==> config.mk <==
export PLATFORM = sky130hd
export DESIGN_NAME = cpu_ddr_pipeline_bridge
export DESIGN_NICKNAME = d
export VERILOG_FILES = /design/src/rtl/cpu_ddr_pipeline_bridge.sv
export SDC_FILE = /design/constraint.sdc
export NUM_CORES = 1
export LEC_CHECK = 0
export ABC_CLOCK_PERIOD_IN_PS = 11600
export BUFFER_PORTS_ARGS = -buffer_cell sky130_fd_sc_hd__buf_2
export CORE_MARGIN = 2
export CORE_UTILIZATION = 55
export CTS_CLUSTER_SIZE = 12
export DETAILED_ROUTE_END_ITERATION = 12
export PLACE_DENSITY = 0.84
export SYNTH_ARGS = -nofsm -noshare
export SYNTH_HDL_FRONTEND = slang
export SYNTH_SLANG_ARGS = --single-unit
==> constraint.sdc <==
create_clock -name clk -period 11.6 [get_ports clk]
set_input_delay 0.58 -clock clk [delete_from_list [all_inputs] [get_ports clk]]
set_output_delay 0.58 -clock clk [all_outputs]
set_load 0.02 [all_outputs]
==> src/rtl/cpu_ddr_pipeline_bridge.sv <==
// CPU-facing Avalon pipeline bridge toward the DDR clock-crossing bridge.
// Two-entry skid-buffered command path with a bounded count of outstanding reads.
module cpu_ddr_pipeline_bridge #(
    parameter int MAX_PENDING_READS = 8,
    parameter int ADDR_W            = 23
) (
    input  logic              clk,
    input  logic              reset,
    // s1: CPU-facing slave
    input  logic [ADDR_W-1:0] slave_address,
    input  logic [ADDR_W-1:0] slave_nativeaddress,
    input  logic [3:0]        slave_byteenable,
    input  logic              slave_read,
    input  logic              slave_write,
    input  logic [31:0]       slave_writedata,
    output logic              slave_waitrequest,
    output logic [31:0]       slave_readdata,
    output logic              slave_readdatavalid,
    output logic              slave_endofpacket,
    // m1: toward the DDR bridge
    output logic [ADDR_W-1:0] master_address,
    output logic [ADDR_W-1:0] master_nativeaddress,
    output logic [3:0]        master_byteenable,
    output logic              master_read,
    output logic              master_write,
    output logic [31:0]       master_writedata,
    input  logic              master_waitrequest,
    input  logic [31:0]       master_readdata,
    input  logic              master_readdatavalid,
    input  logic              master_endofpacket
);

    localparam int PW = $clog2(MAX_PENDING_READS + 1);
    localparam logic [PW-1:0] PEND_MAX = PW'(MAX_PENDING_READS);

    typedef struct packed {
        logic [ADDR_W-1:0] addr;
        logic [ADDR_W-1:0] naddr;
        logic [3:0]        be;
        logic [31:0]       wdata;
        logic              rd;
        logic              wr;
    } cmd_t;

    cmd_t          in_cmd, or_cmd, sk_cmd, or_cmd_nxt, sk_cmd_nxt;
    logic          or_valid, sk_valid, or_valid_nxt, sk_valid_nxt;
    logic [PW-1:0] pending;
    logic          accept, issue, read_limited, rd_issue;

    // A simultaneous read+write request is stored as a write only.
    always_comb begin
        in_cmd.addr  = slave_address;
        in_cmd.naddr = slave_nativeaddress;
        in_cmd.be    = slave_byteenable;
        in_cmd.wdata = slave_writedata;
        in_cmd.wr    = slave_write;
        in_cmd.rd    = slave_read & ~slave_write;
    end

    assign accept       = (slave_read | slave_write) & ~slave_waitrequest;
    assign read_limited = or_cmd.rd & (pending == PEND_MAX);
    assign issue        = or_valid & ~master_waitrequest & ~read_limited;
    assign rd_issue     = master_read & ~master_waitrequest;

    assign master_address       = or_cmd.addr;
    assign master_nativeaddress = or_cmd.naddr;
    assign master_byteenable    = or_cmd.be;
    assign master_writedata     = or_cmd.wdata;
    assign master_read          = or_valid & or_cmd.rd & ~read_limited;
    assign master_write         = or_valid & or_cmd.wr;

    always_comb begin
        or_cmd_nxt   = or_cmd;
        or_valid_nxt = or_valid;
        sk_cmd_nxt   = sk_cmd;
        sk_valid_nxt = sk_valid;
        if (!or_valid || issue) begin
            // OR is free this cycle: refill from SK first to keep order
            if (sk_valid) begin
                or_cmd_nxt   = sk_cmd;
                or_valid_nxt = 1'b1;
                sk_cmd_nxt   = in_cmd;
                sk_valid_nxt = accept;
            end else begin
                or_cmd_nxt   = in_cmd;
                or_valid_nxt = accept;
            end
        end else if (accept) begin
            sk_cmd_nxt   = in_cmd;
            sk_valid_nxt = 1'b1;
        end
    end

    always_ff @(posedge clk) begin
        or_cmd <= or_cmd_nxt;
        sk_cmd <= sk_cmd_nxt;
        if (reset) begin
            or_valid          <= 1'b0;
            sk_valid          <= 1'b0;
            slave_waitrequest <= 1'b0;
        end else begin
            or_valid          <= or_valid_nxt;
            sk_valid          <= sk_valid_nxt;
            slave_waitrequest <= sk_valid_nxt;
        end
    end

    always_ff @(posedge clk) begin
        if (reset) begin
            pending <= '0;
        end else begin
            case ({rd_issue, master_readdatavalid})
                2'b10:   pending <= pending + PW'(1);
                2'b01:   if (pending != '0) pending <= pending - PW'(1);
                default: pending <= pending;
            endcase
        end
    end

    always_ff @(posedge clk) begin
        if (reset) begin
            slave_readdata      <= '0;
            slave_readdatavalid <= 1'b0;
            slave_endofpacket   <= 1'b0;
        end else begin
            slave_readdata      <= master_readdata;
            slave_readdatavalid <= master_readdatavalid;
            slave_endofpacket   <= master_endofpacket;
        end
    end

endmodule

## After elaboration in Yosys (flattened, before gate mapping)

Index checks and enable logic that the tools add are counted.

| operators by class | value |
|---|---|
| reductions and logical operators | 7 |
| bitwise gates (word level) | 14 |
| muxes and demuxes | 10 |
| $add $sub $neg | 2 |
| eq/ne operators | 5 |

Operators with widths:

| cell | count |
|---|---|
| $mux W84 | 4 |
| $and A1 B1 Y1 | 9 |
| $pmux W4 S2 | 1 |
| $add A4 B1 Y4 const B | 1 |
| $eq A4 B4 Y1 const B | 1 |
| $mux W1 | 4 |
| $mux W4 | 1 |
| $ne A2 B2 Y1 const B | 2 |
| $not A1 Y1 | 4 |
| $reduce_and A2 Y1 | 2 |
| $reduce_bool A2 Y1 | 2 |
| $reduce_bool A4 Y1 | 1 |
| $sub A4 B1 Y4 const B | 1 |
| $eq A2 B1 Y1 const B | 1 |
| $eq A2 B2 Y1 const B | 1 |
| $logic_not A1 Y1 | 1 |
| $logic_or A1 B1 Y1 | 1 |
| $or A1 B1 Y1 | 1 |

| word-level totals | value |
|---|---|
| output and inout bits | 119 |
| register bits after elaboration | 208 |
| bits of input ports | 121 |
| logic and storage cells | 56 |

## Logic depth before layout (Yosys ltp)

| logic depth | value |
|---|---|
| depth after elaboration | 8 |
| depth in mapped cells | 9 |
| gate-level depth less buffers | 9 |

## Worst setup path before layout

Ideal clock, no wire load.

| timing path | value |
|---|---|
| path kind | reg2reg |
| start | register pending[0] |
| end | register sk_cmd[0] (netlist name), enable pin |
| clock period less this slack | 6.640 ns |
| path buffers | 0 |
| arrival time | 6.234 ns |
| setup time | 0.407 ns |
| stages on the path, launching flop included | 5 |
| data required time | 11.193 ns |
| setup slack | 4.960 ns |
| cells stage by stage | dfxtp_1 > nor3_1 > and3_1 > o21ai_1 > mux2_2 |

| between the ends | value |
|---|---|
| longest elaborated chain between the ends | 7 |
| elaborated cells on any way between the ends | 8 |
| those cells by class | eq/ne: 2; bitwise: 3; reduce/logical: 3 |

RTL lines:

| what | RTL line | RTL |
|---|---|---|
| start, declared | 47 | `logic [PW-1:0] pending;` |
| start signal, assigned | 113 | `2'b10: pending <= pending + PW'(1);` |
| start signal, assigned | 114 | `2'b01: if (pending != '0) pending <= pending - PW'(1);` |
| start signal, assigned | 115 | `default: pending <= pending;` |
| $eq A4 B4 Y1 * | 61 | `assign read_limited = or_cmd.rd & (pending == PEND_MAX);` |
| $and A1 B1 Y1 * | 61 |  |
| $not A1 Y1 * | 62 | `assign issue = or_valid & ~master_waitrequest & ~read_limited;` |
| $and A1 B1 Y1 * | 62 |  |
| $logic_or A1 B1 Y1 * | 77 | `if (!or_valid \|\| issue) begin` |
| $ne A2 B2 Y1 (no line) / $reduce_bool A2 Y1 (equally long branches) | n/a |  |
| $reduce_and A2 Y1 (no line) * | n/a |  |
| end signal, assigned | 96 | `sk_cmd <= sk_cmd_nxt;` |
| end, declared | 45 | `cmd_t in_cmd, or_cmd, sk_cmd, or_cmd_nxt, sk_cmd_nxt;` |

Every way passes the cells marked *; elsewhere a longest branch is shown, timed or not.
A chain may end at the register's enable or synchronous reset.

## Worst setup path after layout

| timing path | value |
|---|---|
| start | register pending[0] |
| end | register pending[3] |

| between the ends | value |
|---|---|
| longest elaborated chain between the ends | 8 |
| elaborated cells on any way between the ends | 15 |
| those cells by class | add/sub: 2; eq/ne: 4; mux: 2; bitwise: 4; reduce/logical: 3 |

RTL lines:

| what | RTL line | RTL |
|---|---|---|
| $eq A4 B4 Y1 | 61 |  |
| $and A1 B1 Y1 | 61 |  |
| $not A1 Y1 | 69 | `assign master_read = or_valid & or_cmd.rd & ~read_limited;` |
| $and A1 B1 Y1 | 69 |  |
| $and A1 B1 Y1 | 63 | `assign rd_issue = master_read & ~master_waitrequest;` |
| $eq A2 B1 Y1 / $eq A2 B2 Y1 (equally long branches) | 112 | `case ({rd_issue, master_readdatavalid})` |
| $ne A2 B2 Y1 (no line) / $reduce_bool A2 Y1 (equally long branches) | n/a |  |
| $reduce_and A2 Y1 (no line) | n/a |  |

Parallel ways exist; a longest one is shown, timed or not. The select of a mux whose other input is x is not followed.

==> metrics.md <==
| Metric | Value |
|---|---|
| Outcome | finished clean |
| P per Cell Area | around 180 nW/um^2 |
| Max frequency | 356 MHz |
| P_sw | around 0.4 mW |
| Flop pwr share | 51.1% |
| Register area | between 5000 and 6000 sq um |
| Wirelength per Cell | between 15 and 20 microns |
| Yosys reg bits | 208 |
| Area grow syn2layout | 18.2% |
| Sw Ratio | 23.0% |
| CP Capture Type | flip-flop |
| Unrepaired setup endpoints after global routing | false |
| Worst-path cell chain | nor3_1 > nand2_1 > nand2_1 > and2_1 > ha_1 > a21o_2 > a21o_1 > a32o_1 > a2111oi_2 |
| Post-synth EDFFs | about 170 |
| Clk_lat worst skew | 0.48 ns |
| Int Power | 1.35 mW |
| Fin cells | 852 |
| Setup bufs post-CTS | 0 |
| Area contributors post-synth | edfxtp_1 62%, mux2_2 12%, dfxtp_1 9.9% |
| Multi-input gate area | 1560 sq um |
| Worst Clk Skew | around 0.0061 ns |
| Htree depth | 1 |
| HP Class | in -> reg |
| Num CTS Buffers | 22 |
| Post-synthesis sequential area ratio | 72.2% |
| # IOs | 240 |
| Die Ht | approximately 130 microns |
| Yosys top cell by area | edfxtp_1 |
| Critical path fanouts, max | 6 |
| Initial DRC count | 250 |
| Core Box Area | 14,500 sq um |
| Proportion of layout cells with a drive suffix above 1 | 54.3% |
| Avg Cell Area, Syn | around 17 sq um |
| Cell variety after synth | 38 |
| CTS tree | done |
| Max-slew headroom | between 20% and 30% |
| Post-synth top area share | 62.3% |
| Longest Clk Path Bufs | 3 |
| Ys flop type | edfxtp_1 |
| Pleak | 3.85 nW |
| Cell mode on critical path | nand2_1 |
| Mapped cell area | 8090 sq um |
| Data arrival time of the critical path | between 3 and 4 ns |
| First-pass GRT wire length | 22,900 microns |
| Final setup vio count | 0 |
| WS Path Type | reg -> reg |
| Peak VDD IR | 125 uV |
| Comb pwr share | a little under an eighth |
| Worst setup SP type | flip-flop |
| Setup TNS | 0 ns |
| 1st-pass router iterations | 6 |
| Crit path max-delay cell type | nor3_1 |
| CTS resizes | 0 |
| Buffers on Ports | 239 |
| Final period utilization | around a quarter |
| Final Hold Viols | 0 |
| Total Nets Final | 776 |
| Die width | 125 microns |
| Cell count after placement | 812 |
| Fillers | 977 |
| Clock power frac | 37.5% |
| Syn_nets | 610 |
| Root buf cell | clkbuf_16 |
| Initial Util | 55.9% |
| Antenna violations before repair | 0 |
| YS warnings | 0 |
| # rows | between 40 and 50 |
| Drt drc | 0 |
| Routed Antenna Nets | 0 |
| Cell family with most CP delay | simple AND/OR/NAND/NOR gates |
| Worst path buffer plus inverter count | 0 |
| Final GP Congestion | between 0.8 and 0.9 |
| CP max stage delay | 0.60 ns |
| Minimum clock period | 2.81 ns |
| Remaining Overflow, GRT | 0 |
| Synthesized instance count | 486 |
| DP HPWL | 9960 microns |
| Max Slew Vio Count | 0 |
| Largest net degree at the start of global routing | 87 |
| Routed WL | ~15,000 microns |
| Cts hold-fix bufs | 0 |
| Antenna Diode Count | 0 |
| CTS clk-pin slew, worst paths | 0.06 ns |
| Vias in the first global route | 4,528 |
| Clk sinks | around 210 |
| Slew @ Worst Pin | about 1.2 ns |
| Via density | roughly 5 |
| Post-synth ARST share | 0% |
| Via Count | 4,373 |
| CP required | 11.99 ns |
| Die area | 15,700 sq um |
| Max Cap Viol | 0 |
| Gr usage total | 18.3% |
==> state kept, by name, indices dropped and copies added (netlist names), 2 cells and up <==
signal	cells
sk_cmd	84
master_writedata	32
slave_readdata	32
master_address	23
master_nativeaddress	23
master_byteenable	4
pending	4
or_cmd	2
==> cells by family after synthesis <==
logic type	share of synthesized area, %
buf+inv	8.66
mux	11.8
simple gates	4.76
xor+xnor	0.216
flops	72.2
fa+ha+maj	0.556
compound gates	1.76
==> final timing paths <==
kind                                                 end               start  cells past startpoint  slack (ns)
worst max-delay path                          pending[3]          pending[0]                      9        8.79
worst min-delay path                           sk_cmd[6]  slave_writedata[4]                      1        0.28
worst max register to register                pending[3]          pending[0]                      9        8.79
worst min register to register  master_nativeaddress[14]          sk_cmd[52]                      1        0.55
==> cell usage after synthesis, drive strengths merged (2+ instances only) <==
library cell,count
clkbuf,9
o21ai,3
inv,3
buf,91
dfxtp,40
nor2b,35
or4,3
nor2,9
ha,2
mux2,85
and3,3
nor3,5
edfxtp,168
nand2,7
a21o,2
a21oi,2
and2,2
==> layout make-up <==
type / instances / share of cell area (%)
multi-input cells: 175 / 16.3
repair buffers: 242 / 12.7
clock inverters: 2 / 0.105
flip-flops and latches: 208 / 61.2
clock buffers: 38 / 7.13
inverters: 3 / 0.118
well taps: 184 / 2.41
==> layout by cell type (no fill, tap or decap), drive strengths merged <==
cell type	n
a32o	1
nor2	9
o221ai	1
a2111oi	1
clkbuf	38
edfxtp	168
o311ai	1
o2bb2ai	1
xnor2	1
a31o	1
or3	1
or4	3
mux2	85
o2111ai	1
a221oi	1
o21ai	3
and2	2
a211oi	1
xor2	1
dfxtp	40
a21oi	2
ha	2
fa	1
a31oi	1
nand3b	1
nand2	7
and3	3
nor2b	35
o311a	1
inv	3
nor3	5
a21o	2
clkinv	2
buf	242
and3b	1
==> power by group through the flow <==
stage	logic (mW)	registers, mW	clock network [mW]
6_report	0.200	0.897	0.657
5_1_grt	0.216	0.903	0.704
4_1_cts	0.202	0.898	0.672
3_3_place_gp	0.194	0.909	0
2_1_floorplan	0.154	0.915	0
3_5_place_dp	0.202	0.913	0
==> routing by layer <==
metal | share of wire [%] | global-route usage (%) | vias to the layer above
met5 | 0 | 0 | -
met4 | 2.1 | 5.62 | 0
met3 | 9.1 | 5.35 | 29
met2 | 48 | 30.0 | 239
met1 | 41 | 23.9 | 2076
li1 | - | - | 2029
==> metrics by stage <==
| step | setup slack, ns | utilization, % | hold WS [ns] | total power [mW] | cell area, sq um |
|---|---|---|---|---|---|
| final | 8.79 | 66.1 | 0.284 | 1.75 | 9560 |
| after global routing | 8.63 | 66.1 | 0.261 | 1.82 | 9560 |
| after CTS | 8.82 | 66.1 | 0.262 | 1.77 | 9560 |
| after detailed placement | 8.75 | 61.3 | 0.534 | 1.11 | 8870 |
| after global placement | 8.90 | 61.3 | 0.520 | 1.10 | 8870 |
| after floorplan | 4.96 | - | 0.497 | 1.07 | 8090 |
Power figures use the tool's default switching activity.
